[config.mk]
export PLATFORM = sky130hd
export DESIGN_NAME = dmem_port_arbiter
export DESIGN_NICKNAME = d
export VERILOG_FILES = /design/src/rtl/dmem_arb_pkg.sv /design/src/rtl/dmem_arb_pick.sv /design/src/rtl/dmem_port_arbiter.sv
export SDC_FILE = /design/constraint.sdc
export NUM_CORES = 1
export LEC_CHECK = 0
export ABC_AREA = 1
export CAP_MARGIN = 20
export CORE_AREA = 2 2 229 231
export DETAILED_ROUTE_END_ITERATION = 10
export DIE_AREA = 0 0 231 233
export GPL_ROUTABILITY_DRIVEN = 0
export GPL_TIMING_DRIVEN = 0
export RECOVER_POWER = 100
export SLEW_MARGIN = 20
export SYNTH_ARGS = -nofsm -noshare
export SYNTH_HDL_FRONTEND = slang
export SYNTH_HIERARCHICAL = 1
export SYNTH_SLANG_ARGS = --single-unit
[constraint.sdc]
create_clock -name clk -period 1.9 [get_ports clk]
set_clock_uncertainty 0.05 [all_clocks]
set_input_delay 0.38 -clock clk [delete_from_list [all_inputs] [get_ports clk]]
set_output_delay 0.38 -clock clk [all_outputs]
set_load 0.01 [all_outputs]
[src/rtl/dmem_arb_pkg.sv]
// rtl/dmem_arb_pkg.sv - shared types for the data-memory port arbiter
package dmem_arb_pkg;

    typedef enum logic [1:0] {
        IDLE = 2'd0,
        BUSY = 2'd1,
        DONE = 2'd2
    } arb_state_t;

    typedef enum logic {
        OWN_CPU = 1'b0,
        OWN_DMA = 1'b1
    } owner_t;

    // Width needed to hold a counter value in 0..max
    function automatic int cnt_width(input int max);
        return (max < 1) ? 1 : $clog2(max + 1);
    endfunction

endpackage

[src/rtl/dmem_arb_pick.sv]
// rtl/dmem_arb_pick.sv - combinational winner selection between CPU and DMA
import dmem_arb_pkg::*;

module dmem_arb_pick #(
    parameter int STARVE_MAX = 4,
    parameter int CNT_W      = 3
) (
    input  logic             cpu_req,
    input  logic             dma_req,
    input  logic [CNT_W-1:0] starve_cnt,
    output logic             grant_valid,
    output owner_t           grant_owner
);

    logic starved;

    assign starved = (starve_cnt == CNT_W'(STARVE_MAX));

    // DMA wins when CPU is quiet or DMA has waited too long; CPU wins ties otherwise
    always_comb begin
        grant_valid = 1'b0;
        grant_owner = OWN_CPU;
        if (dma_req && (!cpu_req || starved)) begin
            grant_valid = 1'b1;
            grant_owner = OWN_DMA;
        end else if (cpu_req) begin
            grant_valid = 1'b1;
            grant_owner = OWN_CPU;
        end
    end

endmodule

[src/rtl/dmem_port_arbiter.sv]
// rtl/dmem_port_arbiter.sv - shares one data-memory port between the CPU MEM stage and a DMA loader
import dmem_arb_pkg::*;

module dmem_port_arbiter #(
    parameter int ADDR_W     = 64,
    parameter int DATA_W     = 64,
    parameter int MEM_LAT    = 2,
    parameter int STARVE_MAX = 4
) (
    input  logic              clk,
    input  logic              reset,
    input  logic              cpu_req,
    input  logic              cpu_we,
    input  logic [ADDR_W-1:0] cpu_addr,
    input  logic [DATA_W-1:0] cpu_wdata,
    output logic [DATA_W-1:0] cpu_rdata,
    output logic              cpu_ready,
    output logic              mem_stall,
    input  logic              dma_req,
    input  logic              dma_we,
    input  logic [ADDR_W-1:0] dma_addr,
    input  logic [DATA_W-1:0] dma_wdata,
    output logic [DATA_W-1:0] dma_rdata,
    output logic              dma_done,
    output logic [ADDR_W-1:0] mem_addr,
    output logic [DATA_W-1:0] mem_wdata,
    output logic              mem_read,
    output logic              mem_write,
    input  logic [DATA_W-1:0] mem_rdata
);

    localparam int CNT_W = cnt_width(STARVE_MAX);
    localparam int LAT_W = (MEM_LAT > 1) ? $clog2(MEM_LAT) : 1;

    arb_state_t        state;
    owner_t            owner;
    logic              we_q;
    logic [ADDR_W-1:0] addr_q;
    logic [DATA_W-1:0] wdata_q;
    logic [LAT_W-1:0]  lat_cnt;
    logic [CNT_W-1:0]  starve_cnt;

    logic              grant_valid;
    owner_t            grant_owner;
    logic              busy;
    logic              lat_last;

    dmem_arb_pick #(
        .STARVE_MAX (STARVE_MAX),
        .CNT_W      (CNT_W)
    ) u_pick (
        .cpu_req     (cpu_req),
        .dma_req     (dma_req),
        .starve_cnt  (starve_cnt),
        .grant_valid (grant_valid),
        .grant_owner (grant_owner)
    );

    assign busy     = (state == BUSY);
    assign lat_last = (lat_cnt == LAT_W'(MEM_LAT - 1));

    // Memory strobes only while BUSY; the write fires on the last cycle so it commits once
    assign mem_addr  = busy ? addr_q  : '0;
    assign mem_wdata = busy ? wdata_q : '0;
    assign mem_read  = busy & ~we_q;
    assign mem_write = busy & we_q & lat_last;
    assign mem_stall = cpu_req & ~cpu_ready;

    // Arbitration FSM: grant in IDLE, count latency in BUSY, pulse completion in DONE
    always_ff @(posedge clk or negedge reset) begin
        if (!reset) begin
            state      <= IDLE;
            owner      <= OWN_CPU;
            we_q       <= 1'b0;
            addr_q     <= '0;
            wdata_q    <= '0;
            lat_cnt    <= '0;
            starve_cnt <= '0;
            cpu_rdata  <= '0;
            dma_rdata  <= '0;
            cpu_ready  <= 1'b0;
            dma_done   <= 1'b0;
        end else begin
            case (state)
                IDLE: begin
                    // Starvation only accumulates while DMA is actually waiting
                    if (!dma_req) begin
                        starve_cnt <= '0;
                    end else if (grant_owner == OWN_DMA) begin
                        starve_cnt <= '0;
                    end else if (starve_cnt != CNT_W'(STARVE_MAX)) begin
                        starve_cnt <= starve_cnt + CNT_W'(1);
                    end
                    if (grant_valid) begin
                        owner   <= grant_owner;
                        we_q    <= (grant_owner == OWN_DMA) ? dma_we    : cpu_we;
                        addr_q  <= (grant_owner == OWN_DMA) ? dma_addr  : cpu_addr;
                        wdata_q <= (grant_owner == OWN_DMA) ? dma_wdata : cpu_wdata;
                        lat_cnt <= '0;
                        state   <= BUSY;
                    end
                end
                BUSY: begin
                    if (lat_last) begin
                        if (!we_q) begin
                            if (owner == OWN_DMA) begin
                                dma_rdata <= mem_rdata;
                            end else begin
                                cpu_rdata <= mem_rdata;
                            end
                        end
                        cpu_ready <= (owner == OWN_CPU);
                        dma_done  <= (owner == OWN_DMA);
                        state     <= DONE;
                    end else begin
                        lat_cnt <= lat_cnt + LAT_W'(1);
                    end
                end
                DONE: begin
                    cpu_ready <= 1'b0;
                    dma_done  <= 1'b0;
                    state     <= IDLE;
                end
                default: begin
                    cpu_ready <= 1'b0;
                    dma_done  <= 1'b0;
                    state     <= IDLE;
                end
            endcase
        end
    end

endmodule

==> results_dict.tcl <==
set metrics [dict create \
    hold_class "in -> async" \
    rsz0062_at_grt "true" \
    antenna_left 0 \
    synth_top_area_cell "dfrtp_1" \
    htreeDepth 1 \
    synth_cell_types 21 \
    grt_antenna_before_repair 1 \
    max_clock_freq_ghz 0.454 \
    ys_top_cells_by_area "dfrtp_1 (53%), nand2_1 (24%), o21ai_1 (5.6%)" \
    p_per_area_nw_per_um2 1530 \
    drive_gt1_frac 0.164 \
    violations "setup timing" \
    yosysWarnings 6 \
    maxCapViolations 0 \
    fin_nets 2691 \
    setup-tns-final_ns -47.79 \
    syn_inst 1720 \
    worst_pin_slew_ns 0.922 \
    die_y_um 233 \
    fin_crit_sh 1.16 \
    root_buffer "clkbuf_16" \
    cts_sinks 266 \
    insertion_delay_ns 0.59 \
    period_minus_slack_ns 2.20 \
    numCtsBuffers 31 \
    die_area_sq_um 53800 \
    wl_um 53500 \
    critPathMaxStageDelay_ns 0.39 \
    setup_viol 259 \
    fin_cells 3069 \
    overflow 0 \
    final_common_cell "nand2_1" \
    endpoint_kind "primary output" \
    first_global_vias 13600 \
    path_buf_inv 4 \
    slew_violations 0 \
    setup_ws_ns -0.302 \
    max_slew_margin 0.385 \
    crit_family "buffers and inverters" \
    num_vias 13500 \
    vias_per_cell 4.39 \
    hpwl_um 42000 \
    cellLeakagePower_uw 0.0105 \
    placed_cells 2989 \
    synth-seq-cells 266 \
    path_class "reg -> out" \
    routedWlPerCell_um 17.4 \
    initial_utilization 0.248 \
    core-area_sq_um 51100 \
    crit_chain "inv_2, nand2_8, buf_12, buf_6, nor2_1, buf_4" \
    hold_violations 0 \
    drc 0 \
    synth_top_area_frac 0.526 \
    port_buffers 586 \
    syn-cell-area_sq_um 12600 \
    vdd_ir_drop_max_uv 749 \
    crit_fanout 10 \
    start_kind "flip-flop" \
    clk_pin_slew_ns 0.06 \
    grt_max_degree 95 \
    critical_path.slowest_cell "dfrtp_1" \
    clockBufferDepth 3 \
    ys_seq_area_frac 0.526 \
    status "complete, but fails checks" \
    cts_tree "built" \
    grt_pass1_wl_um 79900 \
    area_growth_syn_to_layout_pct 64.9 \
    rows 83 \
    cp.arrival_ns 1.77 \
    required_ns 1.47 \
    first_pass_iters 6 \
    die_w_um 231 \
    drt-initial-drc-count 693 \
    io_pins 587 \
    syn_area_per_cell_sq_um 7.35 \
    track_usage 0.192 \
    final_cell_mix "nand2_1 (792), clkdlybuf4s50_1 (324), dfrtp_1 (264), o21ai_1 (142), inv_1 (136)" \
    syn_nets 2048 \
]
==> Yosys cell counts (all sizes together) <==
master	count
nor2	138
ha	2
nand4	2
nand3	65
or2	1
dfrtp	266
inv	141
clkbuf	27
o21ai	197
a21oi	2
nand2	796
buf	83
==> final cells by class <==
class / instances / area, sq um
Inverter: 141 / 534
Clock inverter: 9 / 149
Clock buffer: 49 / 933
Timing Repair Buffer: 613 / 5590
Multi-Input combinational cell: 1203 / 5250
Buffer: 107 / 885
Sequential cell: 266 / 6660
Fill cell: 5228 / 30200
Tap cell: 680 / 851
Antenna cell: 1 / 2.50
==> metal layers <==
layer | part of all wire | GRT usage | vias to the layer above | routed length [um]
li1 | - | - | 6562 | -
met5 | 0 | 0 | - | 0
met2 | 0.51 | 0.351 | 535 | 27100
met3 | 0.080 | 0.0451 | 73 | 4270
met1 | 0.38 | 0.221 | 6295 | 20500
met4 | 0.031 | 0.0599 | 0 | 1660
==> final timing paths <==
check | slack, ns | cells after the start | start | to
hold / removal | 0.16 | 2 | reset | wdata_q[48]
min in group clk | 0.32 | 3 | mem_rdata[16] | dma_rdata[16]
max in group asynchronous | 0.09 | 4 | reset | cpu_rdata[45]
setup / recovery | -0.30 | 6 | state[1] | mem_wdata[36]
setup reg to reg | -0.16 | 9 | state[1] | addr_q[54]
hold reg to reg | 0.42 | 2 | cpu_rdata[19] | cpu_rdata[19]
==> cells by family after synthesis <==
family,count (synthesis),synth area share
flip-flops,266,0.526
buffers and inverters,251,0.0862
AND/OR/NAND/NOR,1002,0.306
AO/OA/AOI/OAI,199,0.0791
adder cells (fa/ha/maj),2,0.00198
==> registers in the layout, indices dropped and copies added, names as in the netlist <==
signal,cells
addr_q,64
cpu_rdata,64
dma_rdata,64
wdata_q,64
starve_cnt,3
state,2
cpu_ready,1
dma_done,1
lat_cnt,1
owner,1
we_q,1
==> worst register-to-register path, stage by stage, from the launching register on <==
cell	delay, ns
dfrtp_1	0.39
buf_4	0.14
buf_4	0.12
nor2_1	0.41
nand2_4	0.16
inv_4	0.15
buf_6	0.18
clkbuf_4	0.22
nand2_1	0.07
o21ai_1	0.08
==> timing repair <==
item	in CTS	in global routing
buffers inserted	14	7
gates cloned	3	1
endpoints found under the setup margin	370	294
endpoints found under the hold margin	185	0
resized for setup	766	215
pin swaps	1	6
hold buffers	1	0
==> stage by stage <==
step	setup slack [ns]	cell area [sq um]	utilization	hold WS, ns	total power (uW)
2_1_floorplan	0.394	12600	-	0.0344	16600
3_3_place_gp	-11.24	19400	0.379	0.404	25100
3_5_place_dp	-1.16	19400	0.381	0.129	25400
4_1_cts	-0.418	20300	0.398	0.0891	31100
5_1_grt	-0.386	20800	0.408	0.161	34200
6_report	-0.302	20800	0.408	0.162	31800
==> report_power, final <==
group	total [uW]	internal, uW	switching, uW	leakage [uW]
registers	9580	8420	1160	0.00327
clock network	6360	3880	2480	0.000534
logic	15900	6510	9400	0.00674
(Power assumes the default switching activity.)
==> variant 1: new RTL, config.mk and constraints unchanged <==
Re-encode `arb_state_t` (3 states) as one-hot, 3 bits wide.
--- a/src/rtl/dmem_arb_pkg.sv
+++ b/src/rtl/dmem_arb_pkg.sv
@@ -2,8 +2,8 @@
 package dmem_arb_pkg;
 
-    typedef enum logic [1:0] {
-        IDLE = 2'd0,
-        BUSY = 2'd1,
-        DONE = 2'd2
+    typedef enum logic [2:0] {
+        IDLE = 3'b001,
+        BUSY = 3'b010,
+        DONE = 3'b100
     } arb_state_t;
 
Formal check against the unedited RTL: no difference found for any inputs over 4 cycles, from zero or initial values and one cycle with reset low; so few cycles prove little.
==> variant 1 against the original RTL <==
- the run still ends with setup timing left
- synthesized area grew 3.7%
- synthesized cell count grew 1.5%
- final cell count grew 1.1%
- sequential cell count grew 1
- clock power shrank 10%
- register-to-register slack gained 0.09 ns
- global-route usage grew 1.6 points
- wire length grew 7.8%
- total power shrank 6.5%
- worst setup slack lost 0.20 ns
- cell area grew 1.8%
- die area is the same
- fmax shrank 8.3%
- largest cell class is now buffers
- highest routed layer is now met5
==> variant 1: results (changes against the original RTL) <==
- Post-layout worst setup margin: -0.502 ns (was -0.302 ns)
- Post-synthesis net count: 2074 (was 2048)
- Initial antenna violation count: 4 (was 1)
- Filler cells: 5274 (was 5228)
- # setup viols final: 197 (was 259)
- Synth cell types: 27 (was 21)
- Vias in the first global route: 14241 (was 13644)
- Comb pwr: 0.0144 W (was 0.0159 W)
- HPWL after detailed placement: 45000 µm (was 42000 µm)
- Avg WL per Cell: 18.6 µm (was 17.4 µm)
- DR pass1 iterations: 7 (was 6)
- Starting Density: 25.7% (was 24.8%)
- Worst r2r path cells: 7 (was 9)
- Setup TNS: -56.04 ns (was -47.79 ns)
- CP endpoint: mem_wdata[35] (was mem_wdata[36])
- Global Route Usage Sum: 20.8% (was 19.2%)
- Net switching power: 0.0122 W (was 0.0130 W)
- Reg-to-Reg End: addr_q[43] (was addr_q[54])
- HP Class: primary input to register (was primary input to async pin)
- CP Max Fanout: 7 (was 10)
- Reg-to-reg startpoint: state[0] (was state[1])
- Largest net degree at the start of global routing: 97 (was 95)
- Largest cells by area after synthesis: dfrtp_1, nand2_1, nand4_1 (was dfrtp_1, nand2_1, o21ai_1)
- Proportion of layout cells with a drive suffix above 1: 16.6% (was 16.4%)
- DR vias/cell: 4.52 (was 4.39)
- Layout net count: 2728 (was 2691)
- Synth cell count leaders: nand2_1, dfrtp_1, inv_1, nor2_1, nand4_1 (was nand2_1, dfrtp_1, o21ai_1, inv_1, nor2_1)
- CP arrival: 1.97 ns (was 1.77 ns)
- First-pass GRT wire length: 85200 µm (was 79900 µm)
- Status: complete, but fails checks (unchanged)
- Skew-Pair Late Insertion Delay: 0.57 ns (was 0.59 ns)
- Peak supply drop: 609 µV (was 749 µV)
- Failing checks: setup timing (unchanged)
- Sequential share of the synthesized area: 51.0% (was 52.6%)
- Reg2Reg Setup Slack: -0.07 ns (was -0.16 ns)
-- variant 1: changes by cell type in the layout (fill, tap and decap cells not counted), sizes merged, moves of 2 or more --
cell | unedited run | this run
nand2 | 796 | 794
dlygate4sd2 | 130 | 138
nand4 | 2 | 131
o21ai | 197 | 132
nand3 | 65 | 6
bufinv | 4 | 0
inv | 142 | 148
clkinv | 4 | 2
buf | 227 | 256
clkbuf | 86 | 77
-- variant 1: logic make-up after synthesis --
group	share of synthesized area, %
simple gates	33.8
flops	51.0
buf+inv	9.73
fa+ha+maj	0.191
compound gates	5.33
-- variant 1: worst min-delay path by stage --
stage,start,endpoint,slack [ns],cells past startpoint
floorplan,reset,addr_q[0],0.03,0
global placement,dma_rdata[29],dma_rdata[29],0.40,2
detailed placement,reset,dma_rdata[29],0.37,1
CTS,mem_rdata[32],cpu_rdata[32],0.33,3
global route,mem_rdata[7],dma_rdata[7],0.37,3
finish,mem_rdata[46],dma_rdata[46],0.36,3
-- variant 1: final cells by class --
type | count | area, µm² | share of cell area, %
Antenna cell | 2 | 5.00 | 0.0236
Timing Repair Buffer | 621 | 5750 | 27.1
Tap cell | 680 | 851 | 4.01
Buffer | 125 | 982 | 4.63
Clock inverter | 4 | 30.0 | 0.142
Clock buffer | 50 | 927 | 4.37
Sequential cell | 267 | 6690 | 31.5
Multi-Input combinational cell | 1207 | 5430 | 25.6
Inverter | 147 | 557 | 2.62
-- variant 1: routing by layer --
layer / track usage (%) / up-vias / routed length, µm
li1: - / 6774 / -
met1: 23.8 / 6595 / 22300
met2: 36.9 / 559 / 28500
met3: 4.46 / 99 / 4300
met4: 9.50 / 4 / 2560
met5: 0 / - / 27
-- variant 1: what timing repair did --
action,CTS,global route
gates resized for setup,855,35
endpoints found under the hold margin,76,0
endpoints found under the setup margin,395,268
gates cloned,4,0
hold buffers,1,0
pin swaps,6,6
setup buffers,26,2
-- variant 1: metrics by stage --
| stage | hold WS [ns] | instance area [µm²] | power, W | cells |
|---|---|---|---|---|
| final | 0.363 | 21200 | 0.0298 | 3103 |
| after floorplan | 0.0344 | 13100 | 0.0166 | 1746 |
| after CTS | 0.333 | 21200 | 0.0301 | 3099 |
| after global placement | 0.403 | 19800 | 0.0239 | 3012 |
| after detailed placement | 0.365 | 19900 | 0.0242 | 3014 |
| after global routing | 0.373 | 21200 | 0.0319 | 3102 |
-- variant 1: worst max-delay path, cell delays in order, from the launching register on --
cell and delay, ns:
dfstp_2 0.54, inv_2 0.04, nand2_2 0.07, nor2_4 0.05
inv_6 0.10, buf_12 0.16, buf_6 0.13, buf_16 0.12
nor2_2 0.04, buf_4 0.14
==> variant 2: new RTL, same settings <==
Made on the original files. The parameter `ADDR_W` goes from 64 to 32.
--- a/src/rtl/dmem_port_arbiter.sv
+++ b/src/rtl/dmem_port_arbiter.sv
@@ -3,5 +3,5 @@
 
 module dmem_port_arbiter #(
-    parameter int ADDR_W     = 64,
+    parameter int ADDR_W     = 32,
     parameter int DATA_W     = 64,
     parameter int MEM_LAT    = 2,
Ports: changed (resized cpu_addr, dma_addr and mem_addr); port bits go from 587 to 491. The function was not compared with the original's and may differ.
==> variant 2 against the original RTL <==
- the run still ends with setup timing left
- synthesized cell count shrank 16%
- sequential cell count down 32
- cell area shrank 13%
- synthesized area fell by 13%
- clock power fell by 12%
- utilization decreased by 5.1 points
- critical path depth fell by 1
- total power fell by 12%
- wire length decreased by 16%
- worst setup slack better by 0.0035 ns
- critical path type unchanged
- critical endpoint is now mem_wdata[54]
==> variant 2: results (changes against the original RTL) <==
- Status: complete, but fails checks (unchanged)
- Failing checks: setup timing (unchanged)
- Met1 GRT Util: 18.7% (was 22.1%)
- Critical path's top delay family: flip-flops (was buffers and inverters)
- Met3 WL post-DR: 3730 µm (was 4270 µm)
- Largest net degree at the start of global routing: 97 (was 95)
- Largest cells by area after synthesis: dfrtp_1, nand2_1, o21ai_0 (was dfrtp_1, nand2_1, o21ai_1)
- Total CTS buffers: 29 (was 31)
- Initial DRC count: 557 (was 693)
- Tightest Pin Transition: 0.757 ns (was 0.922 ns)
- Synth cell types: 21 (unchanged)
- Placed cell count: 2618 (was 2989)
- DP Area: 16800 µm² (was 19400 µm²)
- Grt total ovfl: 0 (unchanged)
- Post-layout worst setup margin: -0.299 ns (was -0.302 ns)
- CP Max Fanout: 6 (was 10)
- Largest stage delay, worst path: 0.49 ns (was 0.39 ns)
- Sequential cell power: 0.00853 W (was 0.00958 W)
- DR vias/cell: 4.23 (was 4.39)
- Sequential share of the synthesized area: 53.2% (was 52.6%)
- Global Route Usage Sum: 16.2% (was 19.2%)
- Top_reg_cell synth: dfrtp_1 (unchanged)
- First-pass GRT wire length: 67300 µm (was 79900 µm)
- Resize count post-CTS: 553 (was 766)
- Worst r2r path cells: 10 (was 9)
- Met2 GRT Util: 29.0% (was 35.1%)
- Multiplexer area fraction after synthesis: 0% (unchanged)
- # port buffers: 490 (was 586)
- CP arrival: 1.77 ns (about the same)
- Net switching power: 0.0114 W (was 0.0130 W)
- Post-CTS setup buffer count: 12 (was 14)
- Peak supply drop: 578 µV (was 749 µV)
- Post-synthesis compound-gate area fraction: 7.63% (was 7.91%)
- # setup viols final: 160 (was 259)
- Reg-to-reg startpoint: starve_cnt[1] (was state[1])
- Mapped Avg Cell Area: 7.61 µm² (was 7.35 µm²)
- Clk buf depth: 3 (unchanged)
- Vias post-DR: 11373 (was 13465)
- Filler cells: 5438 (was 5228)
- Reg2Reg Setup Slack: 0.12 ns (was -0.16 ns)
- Hold Worst Slack: 0.299 ns (was 0.162 ns)
- Avg WL per Cell: 16.8 µm (was 17.4 µm)
- Skew-Pair Late Insertion Delay: 0.57 ns (was 0.59 ns)
- Power per cell area: 1540 nW/µm² (was 1530 nW/µm²)
- Setup crit start: state[0] (was state[1])
- Layout net count: 2253 (was 2691)
- Vias in the first global route: 11541 (was 13644)
- Proportion of layout cells with a drive suffix above 1: 15.7% (was 16.4%)
- Synth cell count leaders: nand2_1, dfrtp_1, o21ai_0, inv_1, nor2_1 (was nand2_1, dfrtp_1, o21ai_1, inv_1, nor2_1)
- Routing usage on met3: 4.13% (was 4.51%)
- Pre-CTS setup slack: -0.860 ns (was -1.16 ns)
- Clock share of power: 20.0% (about the same)
- Reg-to-Reg End: wdata_q[62] (was addr_q[54])
- Adder-cell area share of the yosys netlist: 0.227% (was 0.198%)
- Setup TNS: -23.97 ns (was -47.79 ns)
variant 2: cell types whose count changed in the layout (fill, tap and decap cells not counted), moves of 9 or more:
cell             change
clkdlybuf4s15_2     +12
o21ai_1            -119
nand2_1            -127
inv_1               -31
nor2_2              -31
buf_6               +12
buf_2               -53
clkdlybuf4s50_1     -64
o21ai_0             +87
nor2_1               -9
dfrtp_1             -31
buf_4               -22
variant 2: cell type report:
type / count / area, µm² / area share, %
diodes: 1 / 2.50 / 0.0137
plain buffers: 89 / 793 / 4.35
clock buffers: 37 / 796 / 4.36
clock inverters: 13 / 153 / 0.837
inverters: 109 / 417 / 2.29
multi-input cells: 1012 / 4480 / 24.6
flip-flops and latches: 234 / 5860 / 32.1
well taps: 680 / 851 / 4.67
repair buffers: 514 / 4880 / 26.8
variant 2: logic make-up (layout without fill, tap and decap cells):
logic type	Yosys count	count (layout)
DFF	234	234
buffers and inverters	201	762
adders and majority gates	2	2
AOI/OAI and AO/OA	167	167
other	0	1
and+or+nand+nor	842	843
